<file path="src/rtl/tick_pkg.sv">
// Shared types and constants for the tick scheduler: detector state encoding,
// event record layout and default channel/counter sizing.
package tick_pkg;

  localparam int N_CH_DEF  = 4;
  localparam int CNT_W_DEF = 8;

  localparam logic [1:0] IDLE = 2'b00;
  localparam logic [1:0] HIGH = 2'b01;
  localparam logic [1:0] LOW  = 2'b10;

  typedef enum logic [1:0] {
    ST_IDLE = IDLE,
    ST_HIGH = HIGH,
    ST_LOW  = LOW
  } det_state_e;

  typedef struct packed {
    logic [$clog2(N_CH_DEF)-1:0] ch;
    logic [CNT_W_DEF-1:0]        count;
    logic                        ovf;
  } evt_rec_t;

endpackage

</file>
<file path="src/rtl/level_pattern_det.sv">
// Detects high / exactly-one-low / high on one level input; tick is combinational
// in the cycle the second high arrives. No backpressure.
module level_pattern_det
  import tick_pkg::*;
(
  input  logic clk,
  input  logic reset,
  input  logic level,
  input  logic enable,
  output logic tick
);

  det_state_e state, state_nxt;

  always_ff @(posedge clk or negedge reset) begin
    if (!reset) state <= ST_IDLE;
    else        state <= state_nxt;
  end

  always_comb begin
    state_nxt = ST_IDLE;
    tick      = 1'b0;
    if (enable) begin
      case (state)
        ST_IDLE: state_nxt = level ? ST_HIGH : ST_IDLE;
        ST_HIGH: state_nxt = level ? ST_HIGH : ST_LOW;
        ST_LOW: begin
          state_nxt = level ? ST_HIGH : ST_IDLE;
          tick      = level;
        end
        default: state_nxt = ST_IDLE;
      endcase
    end
  end

endmodule

</file>
<file path="src/rtl/tick_scheduler.sv">
// Per-channel pattern detectors feed saturating pending counters; a round-robin
// arbiter loads one registered record per free output slot (valid/ready).
module tick_scheduler
  import tick_pkg::*;
#(
  parameter  int N_CH  = N_CH_DEF,
  parameter  int CNT_W = CNT_W_DEF,
  localparam int ID_W  = $clog2(N_CH)
) (
  input  logic             clk,
  input  logic             reset,
  input  logic [N_CH-1:0]  level,
  input  logic [N_CH-1:0]  enable,
  output logic             evt_valid,
  input  logic             evt_ready,
  output logic [ID_W-1:0]  evt_ch,
  output logic [CNT_W-1:0] evt_count,
  output logic             evt_ovf
);

  typedef struct packed {
    logic [ID_W-1:0]  ch;
    logic [CNT_W-1:0] count;
    logic             ovf;
  } rec_t;

  localparam logic [CNT_W-1:0] PEND_MAX = '1;

  logic [N_CH-1:0]  tick;
  logic [CNT_W-1:0] pend [N_CH];
  logic [N_CH-1:0]  ovf;
  logic [ID_W-1:0]  ptr, gnt_idx, cand, ptr_nxt;
  logic             gnt_hit, out_free, out_vld;
  rec_t             out_rec;

  for (genvar g = 0; g < N_CH; g++) begin : g_det
    level_pattern_det u_det (
      .clk    (clk),
      .reset  (reset),
      .level  (level[g]),
      .enable (enable[g]),
      .tick   (tick[g])
    );
  end

  assign out_free = !out_vld || evt_ready;

  always_comb begin
    gnt_hit = 1'b0;
    gnt_idx = '0;
    cand    = '0;
    for (int k = 0; k < N_CH; k++) begin
      cand = ID_W'((int'(ptr) + k) % N_CH);
      if (!gnt_hit && pend[cand] != '0) begin
        gnt_hit = 1'b1;
        gnt_idx = cand;
      end
    end
  end

  assign ptr_nxt = (gnt_idx == ID_W'(N_CH - 1)) ? '0 : gnt_idx + 1'b1;

  // A tick landing on the grant edge restarts the counter at 1 instead of being folded in.
  always_ff @(posedge clk or negedge reset) begin
    if (!reset) begin
      for (int i = 0; i < N_CH; i++) pend[i] <= '0;
      ovf <= '0;
    end else begin
      for (int i = 0; i < N_CH; i++) begin
        if (out_free && gnt_hit && gnt_idx == ID_W'(i)) begin
          pend[i] <= CNT_W'(tick[i]);
          ovf[i]  <= 1'b0;
        end else if (tick[i]) begin
          if (pend[i] == PEND_MAX) ovf[i] <= 1'b1;
          else                     pend[i] <= pend[i] + 1'b1;
        end
      end
    end
  end

  always_ff @(posedge clk or negedge reset) begin
    if (!reset) begin
      out_vld <= 1'b0;
      out_rec <= '0;
      ptr     <= '0;
    end else if (out_free) begin
      if (gnt_hit) begin
        out_vld <= 1'b1;
        out_rec <= '{ch: gnt_idx, count: pend[gnt_idx], ovf: ovf[gnt_idx]};
        ptr     <= ptr_nxt;
      end else begin
        out_vld <= 1'b0;
      end
    end
  end

  assign evt_valid = out_vld;
  assign evt_ch    = out_rec.ch;
  assign evt_count = out_rec.count;
  assign evt_ovf   = out_rec.ovf;

endmodule

</file>
<file path="config.mk">
export PLATFORM = sky130hd
export DESIGN_NAME = tick_scheduler
export DESIGN_NICKNAME = d
export VERILOG_FILES = /design/src/rtl/tick_pkg.sv /design/src/rtl/level_pattern_det.sv /design/src/rtl/tick_scheduler.sv
export SDC_FILE = /design/constraint.sdc
export NUM_CORES = 1
export LEC_CHECK = 0
export CORE_MARGIN = 3
export CORE_UTILIZATION = 40
export CTS_CLUSTER_SIZE = 28
export DETAILED_ROUTE_END_ITERATION = 8
export DONT_BUFFER_PORTS = 1
export GPL_ROUTABILITY_DRIVEN = 0
export MAX_ROUTING_LAYER = met4
export PLACE_DENSITY_LB_ADDON = 0.05
export SETUP_SLACK_MARGIN = 0.2
export SLEW_MARGIN = 40
export SYNTH_ARGS = -nofsm -noshare
export SYNTH_HDL_FRONTEND = slang
export SYNTH_HIERARCHICAL = 1
export SYNTH_SLANG_ARGS = --single-unit
</file>
<file path="constraint.sdc">
create_clock -name clk -period 2.95 [get_ports clk]
set_input_delay 0.4425 -clock clk [delete_from_list [all_inputs] [get_ports clk]]
set_output_delay 0.4425 -clock clk [all_outputs]
set_load 0.05 [all_outputs]
</file>
==> results of run 1 <==
[power groups by stage]
| stage | Combinational, mW | Sequential [mW] | Clock [mW] |
|---|---|---|---|
| 2_1_floorplan | 1.20 | 1.32 | 0 |
| 3_3_place_gp | 1.40 | 1.34 | 0 |
| 3_5_place_dp | 1.43 | 1.34 | 0 |
| 4_1_cts | 1.47 | 1.33 | 0.759 |
| 5_1_grt | 1.68 | 1.34 | 0.798 |
| 6_report | 1.54 | 1.33 | 0.733 |
[cells in the mapped netlist, types with 5 or more instances]
master,count,area [um^2]
xnor2_1,5,43.8
and3_1,8,50.1
nand4_1,5,31.3
dfrtp_1,58,1450
a311oi_2,8,120
inv_1,9,33.8
o21ai_1,5,25.0
nor2_1,45,169
ha_1,8,100
nand3_1,15,75.1
xor2_1,11,96.3
o21ai_0,13,65.1
a21oi_1,18,90.1
nand2_1,45,169
or3_1,9,56.3
a211oi_1,11,82.6
and2_1,6,37.5
[cell families (layout without fill, tap and decap cells)]
kind of cell / Yosys count / count (layout)
compound gates: 68 / 68
xor+xnor: 16 / 16
fa+ha+maj: 8 / 8
buf+inv: 23 / 55
flops: 58 / 58
mux: 3 / 3
simple gates: 164 / 164
[metal layers]
| metal | vias to the layer above | global-route usage [%] | part of all wire, % |
|---|---|---|---|
| li1 | 1277 | - | - |
| met4 | 0 | 6.40 | 1.6 |
| met5 | - | - | 0 |
| met3 | 9 | 4.66 | 3.6 |
| met1 | 1277 | 25.8 | 48 |
| met2 | 44 | 28.6 | 47 |
[timing repair]
item / CTS / global route
buffers inserted: 0 / 2
resized for setup: 3 / 6
pin swaps: 0 / 1
endpoints found under the hold margin: 58 / 0
hold buffers: 2 / 0
setup endpoints to repair: 3 / 27
[layout make-up]
cell class              instances  share of cell area (%)
multi-input cells             259                    44.6
flip-flops and latches         58                    39.0
repair buffers                 29                    6.45
clock buffers                  15                    5.28
well taps                     102                    3.43
inverters                      10                    1.08
clock inverters                 1                   0.134
[critical path: cells and delay by family (launching register included)]
kind                   cells  cell delay [ns]
and+or+nand+nor            2             0.99
buffers and inverters      1             0.10
DFF                        1             0.40
AOI/OAI and AO/OA          4             1.02
[flip-flops by register name, indices dropped and copies added (netlist names)]
register,flops
evt_ch,2
evt_valid,1
evt_count,8
pend,32
evt_ovf,1
g_det.u_det/state,8
ovf,4
ptr,2
[worst paths after layout]
path	end	from	depth (start not counted)
max	evt_count[0]	pend[25]	7
min	g_det[3].u_det/state[0]	level[3]	2
min in group asynchronous	pend[3]	reset	2
max in group asynchronous	ovf[3]	reset	2
min reg2reg	g_det[3].u_det/state[0]	g_det[3].u_det/state[1]	1
max reg2reg	evt_count[0]	pend[25]	7
==> metrics.txt, run 1 <==
MaxCap Viol Count 0; CTS tree built; Synth Area in XOR/XNOR 4.37%; Int Power 1.97 mW; P per Cell Area 965 nW/um^2; Post-DP Area 3440 um^2; post-synthesis async set-or-reset flop share 100%; Worst slew margin 60.9%; # H-tree levels 3; die width 95.5 um; multiplexer share of the synthesized area 0.976%; Post-synth EDFFs 0; CTS clock-pin slew for the worst setup and hold paths 0.07 ns; number of global-route vias before repair 2465; multi-input logic area 1660 um^2; Fmax 375 MHz; sequential cell area 1450 um^2; flops & latches, synth 58; setup ws final 0.281 ns; Logic pwr share 42.7%; register share of total power 36.9%; Root Driver clkbuf_8; P_sw 1.62 mW; synthesized area 3210 um^2; die area 9120 um^2; Ys Warns 6; worst-path cell chain or4_4 > o21a_1 > or3_1 > a21oi_4 > inv_4 > a211oi_1 > a311oi_2; largest family of logic cells by synthesized area simple AND/OR/NAND/NOR gates; Clock Skews 0.0100 ns; Clock Tree Buf Depth 2; Final setup viols 0; Total GRT Usage 19.3%; drt wl/cell 16.7 um; fin crit share 90.5%; Crit-path slowest cell or4_4; via count 2607; Vert. Die Dim 95.5 um; largest net degree at the start of global routing 59; Layout Cells excl Fill 474; post-synthesis compound-gate area fraction 15.2%; Port-buffer cells 0; I/O Pins 23; Routed WL 7930 um; Final nets 386; CORE AREA 7770 um^2; crit-path max FO 12; placed insts 454; Avg Cell Area, Syn 9.43 um^2; syn nets 359; Finished Core Util 47.9%; top_reg_cell synth dfrtp_1; post-synthesis sequential area ratio 45.3%; first-pass GRT wire length 12900 um; outcome completed; P_leak 1.62 nW; first-pass iteration count of the detailed router 4; hold crit path type primary input to register; most frequent cells in the layout dfrtp_1, nand2_1, nor2_1, buf_4, a21oi_1; detailed placement HPWL 5620 um; min Tclk post-route 2.67 ns; final hold vios 0; Post-DRT Antenna Nets 0; total CTS buffers 9; DRT iter0 DRCs 135; RSZ-0062 raised after global routing false; setup TNS 0 ns; CP Launch Type register; DRC viols 0; antenna cells 0; worst slew pin tran 0.583 ns; reg-to-reg slack, setup 0.28 ns; fillcell total 761; clock group share of total power 20.4%; initial core utilization 41.3%; WS Path Type register to register; total power 3.59 mW; Vias/cell 5.50; Row Count 32; share of layout cells above drive strength 1 21.0%; Critical Path AT 2.85 ns; design area 3720 um^2; endpoint type of the worst setup path register; commonest non-fill, non-tap cell in the layout dfrtp_1; clock latency on the worst-skew pair 0.34 ns; post-place setup slack 0.129 ns; GRT overflow 0; Critical Path RT 3.13 ns; hold_ws 0.254 ns; post-synthesis simple-gate area fraction 26.8%; Synth Instances 340; Slowest Stage Delay on Critical Path 0.59 ns; Area Growth Syn to Fin 16.1%; initial antenna violation count 0; Cell variety after synth 45; adder-cell share of the synthesized area 3.12%; Switching Share 45.2%; clk sinks 58; Peak VDD IR 0.645 mV; fin. max-slew vios 0
Note: power is estimated with default switching activity, not from simulation.
==> inputs of run 2 (changes only) <==
--- a/config.mk
+++ b/config.mk
@@ -5,7 +5,7 @@
 export SDC_FILE = /design/constraint.sdc
 export NUM_CORES = 1
 export LEC_CHECK = 0
-export CORE_MARGIN = 3
+export CORE_MARGIN = 2
 export CORE_UTILIZATION = 40
 export CTS_CLUSTER_SIZE = 28
 export DETAILED_ROUTE_END_ITERATION = 8
==> metrics.txt, run 2 (same netlist as run 1, synthesis figures left out) <==
outcome completed; worst slew pin tran 0.549 ns; hold_ws 0.258 ns; total power 3.75 mW; clock latency on the worst-skew pair 0.34 ns; P_sw 1.63 mW; die area 8750 um^2; highest metal layer with signal wires met4; fin crit share 89.9%; # H-tree levels 3; Port-buffer cells 0; Peak VDD IR 0.713 mV; number of global-route vias before repair 2436; DRC viols 0; Total GRT Usage 19.4%; Root Driver clkbuf_8; first-pass GRT wire length 12700 um; min Tclk post-route 2.65 ns; commonest non-fill, non-tap cell in the layout dfrtp_1; final hold vios 0; Clock Skews 0.0129 ns; Logic pwr share 42.7%; CTS clock-pin slew for the worst setup and hold paths 0.07 ns; Routed WL 7770 um; met2 WL 3670 um; Final nets 389; endpoint type of the worst setup path register; share of layout cells above drive strength 1 22.7%; fin. max-slew vios 0; clk sinks 58; Post-DRT Antenna Nets 0; CORE AREA 7730 um^2; total CTS buffers 9; crit-path max FO 12; MaxCap Viol Count 0; max reg flops 32; Final setup viols 0; Vert. Die Dim 93.5 um; P_leak 1.66 nW; Vias/cell 5.43; Top reg by flops pend; Int Power 2.12 mW; RSZ-0062 raised after global routing false; drt wl/cell 16.3 um; initial core utilization 41.5%; clock group share of total power 21.9%; via count 2590; P per Cell Area 987 nW/um^2; register share of total power 35.4%; first-pass iteration count of the detailed router 4; hold crit path type primary input to register; Post-DP Area 3420 um^2; initial antenna violation count 0; setup TNS 0 ns; design area 3800 um^2; most frequent cells in the layout dfrtp_1, nand2_1, nor2_1, buf_4, a21oi_1; Clock Tree Buf Depth 2; Area Growth Syn to Fin 18.5%; Switching Share 43.5%; I/O Pins 23; GRT overflow 0; antenna cells 0; WL met1 3650 um; DRT iter0 DRCs 130; met3 wire length 386 um; WS Path Type register to register; Fmax 377 MHz; Critical Path AT 2.84 ns; Row Count 32; Critical Path RT 3.14 ns; CP Launch Type register; detailed placement HPWL 5440 um; largest net degree at the start of global routing 59; CTS tree built; die width 93.5 um; Worst slew margin 63.2%
-- run 2: cell count changes in the layout (fill, tap and decap cells not counted), sizes merged --
cell      before  now
bufinv         0    2
clkinvlp       0    1
buf           28   31
clkbuf        15   11
clkinv         1    2
-- run 2: cell type report --
cell class                 instances  area (um^2)
sequential                        58         1450
multi-input combinational        259         1690
fill                             718         3930
clock buffer                      11          141
clock inverter                     5         77.6
timing repair buffer              32          270
inverter                          10         40.0
tap                              102          128
-- run 2: power groups by stage --
stage	combinational (mW)	clock [mW]	sequential, mW
after CTS	1.45	0.846	1.33
after global placement	1.40	0	1.34
after global routing	1.76	0.885	1.34
final	1.60	0.821	1.33
after floorplan	1.20	0	1.32
after detailed placement	1.42	0	1.34
-- run 2: routing by layer --
layer	global-route usage [%]	vias up
met5	-	-
met4	4.04	0
met3	5.24	6
met2	29.5	38
met1	26.2	1267
li1	-	1279
-- run 2: worst max-delay path: stages, from the launching register on --
cell,delay [ns]
dfrtp_1,0.39
or4_4,0.59
o21a_1,0.22
or3_1,0.40
a21oi_4,0.24
inv_4,0.10
a211oi_1,0.49
a311oi_2,0.06
-- run 2: final timing paths --
kind	start	end	slack, ns	cells past startpoint
worst max-delay path	pend[24]	evt_count[1]	0.30	7
worst min-delay path	level[0]	g_det[0].u_det/state[0]	0.26	2
worst max register to register	pend[24]	evt_count[1]	0.30	7
worst min register to register	g_det[1].u_det/state[1]	g_det[1].u_det/state[0]	0.46	1
max in group asynchronous	reset	pend[28]	2.03	2
min in group asynchronous	reset	g_det[2].u_det/state[1]	0.65	2
-- run 2: through the flow --
| step | worst slack [ns] | util [%] | std cells |
|---|---|---|---|
| after detailed placement | 0.0769 | 44.3 | 452 |
| after CTS | 0.201 | 47.8 | 470 |
| final | 0.299 | 49.2 | 477 |
| after global routing | 0.224 | 49.2 | 477 |
| after global placement | 0.0919 | 44.3 | 452 |
| after floorplan | 0.200 | - | 340 |
-- run 2: what timing repair did --
action                                 4_1_cts  5_1_grt
pin swaps                                    0        2
endpoints found under the hold margin       58        0
resized for setup                            5       14
setup endpoints to repair                   23       33
hold buffers                                 2        0
buffers inserted                             0        7
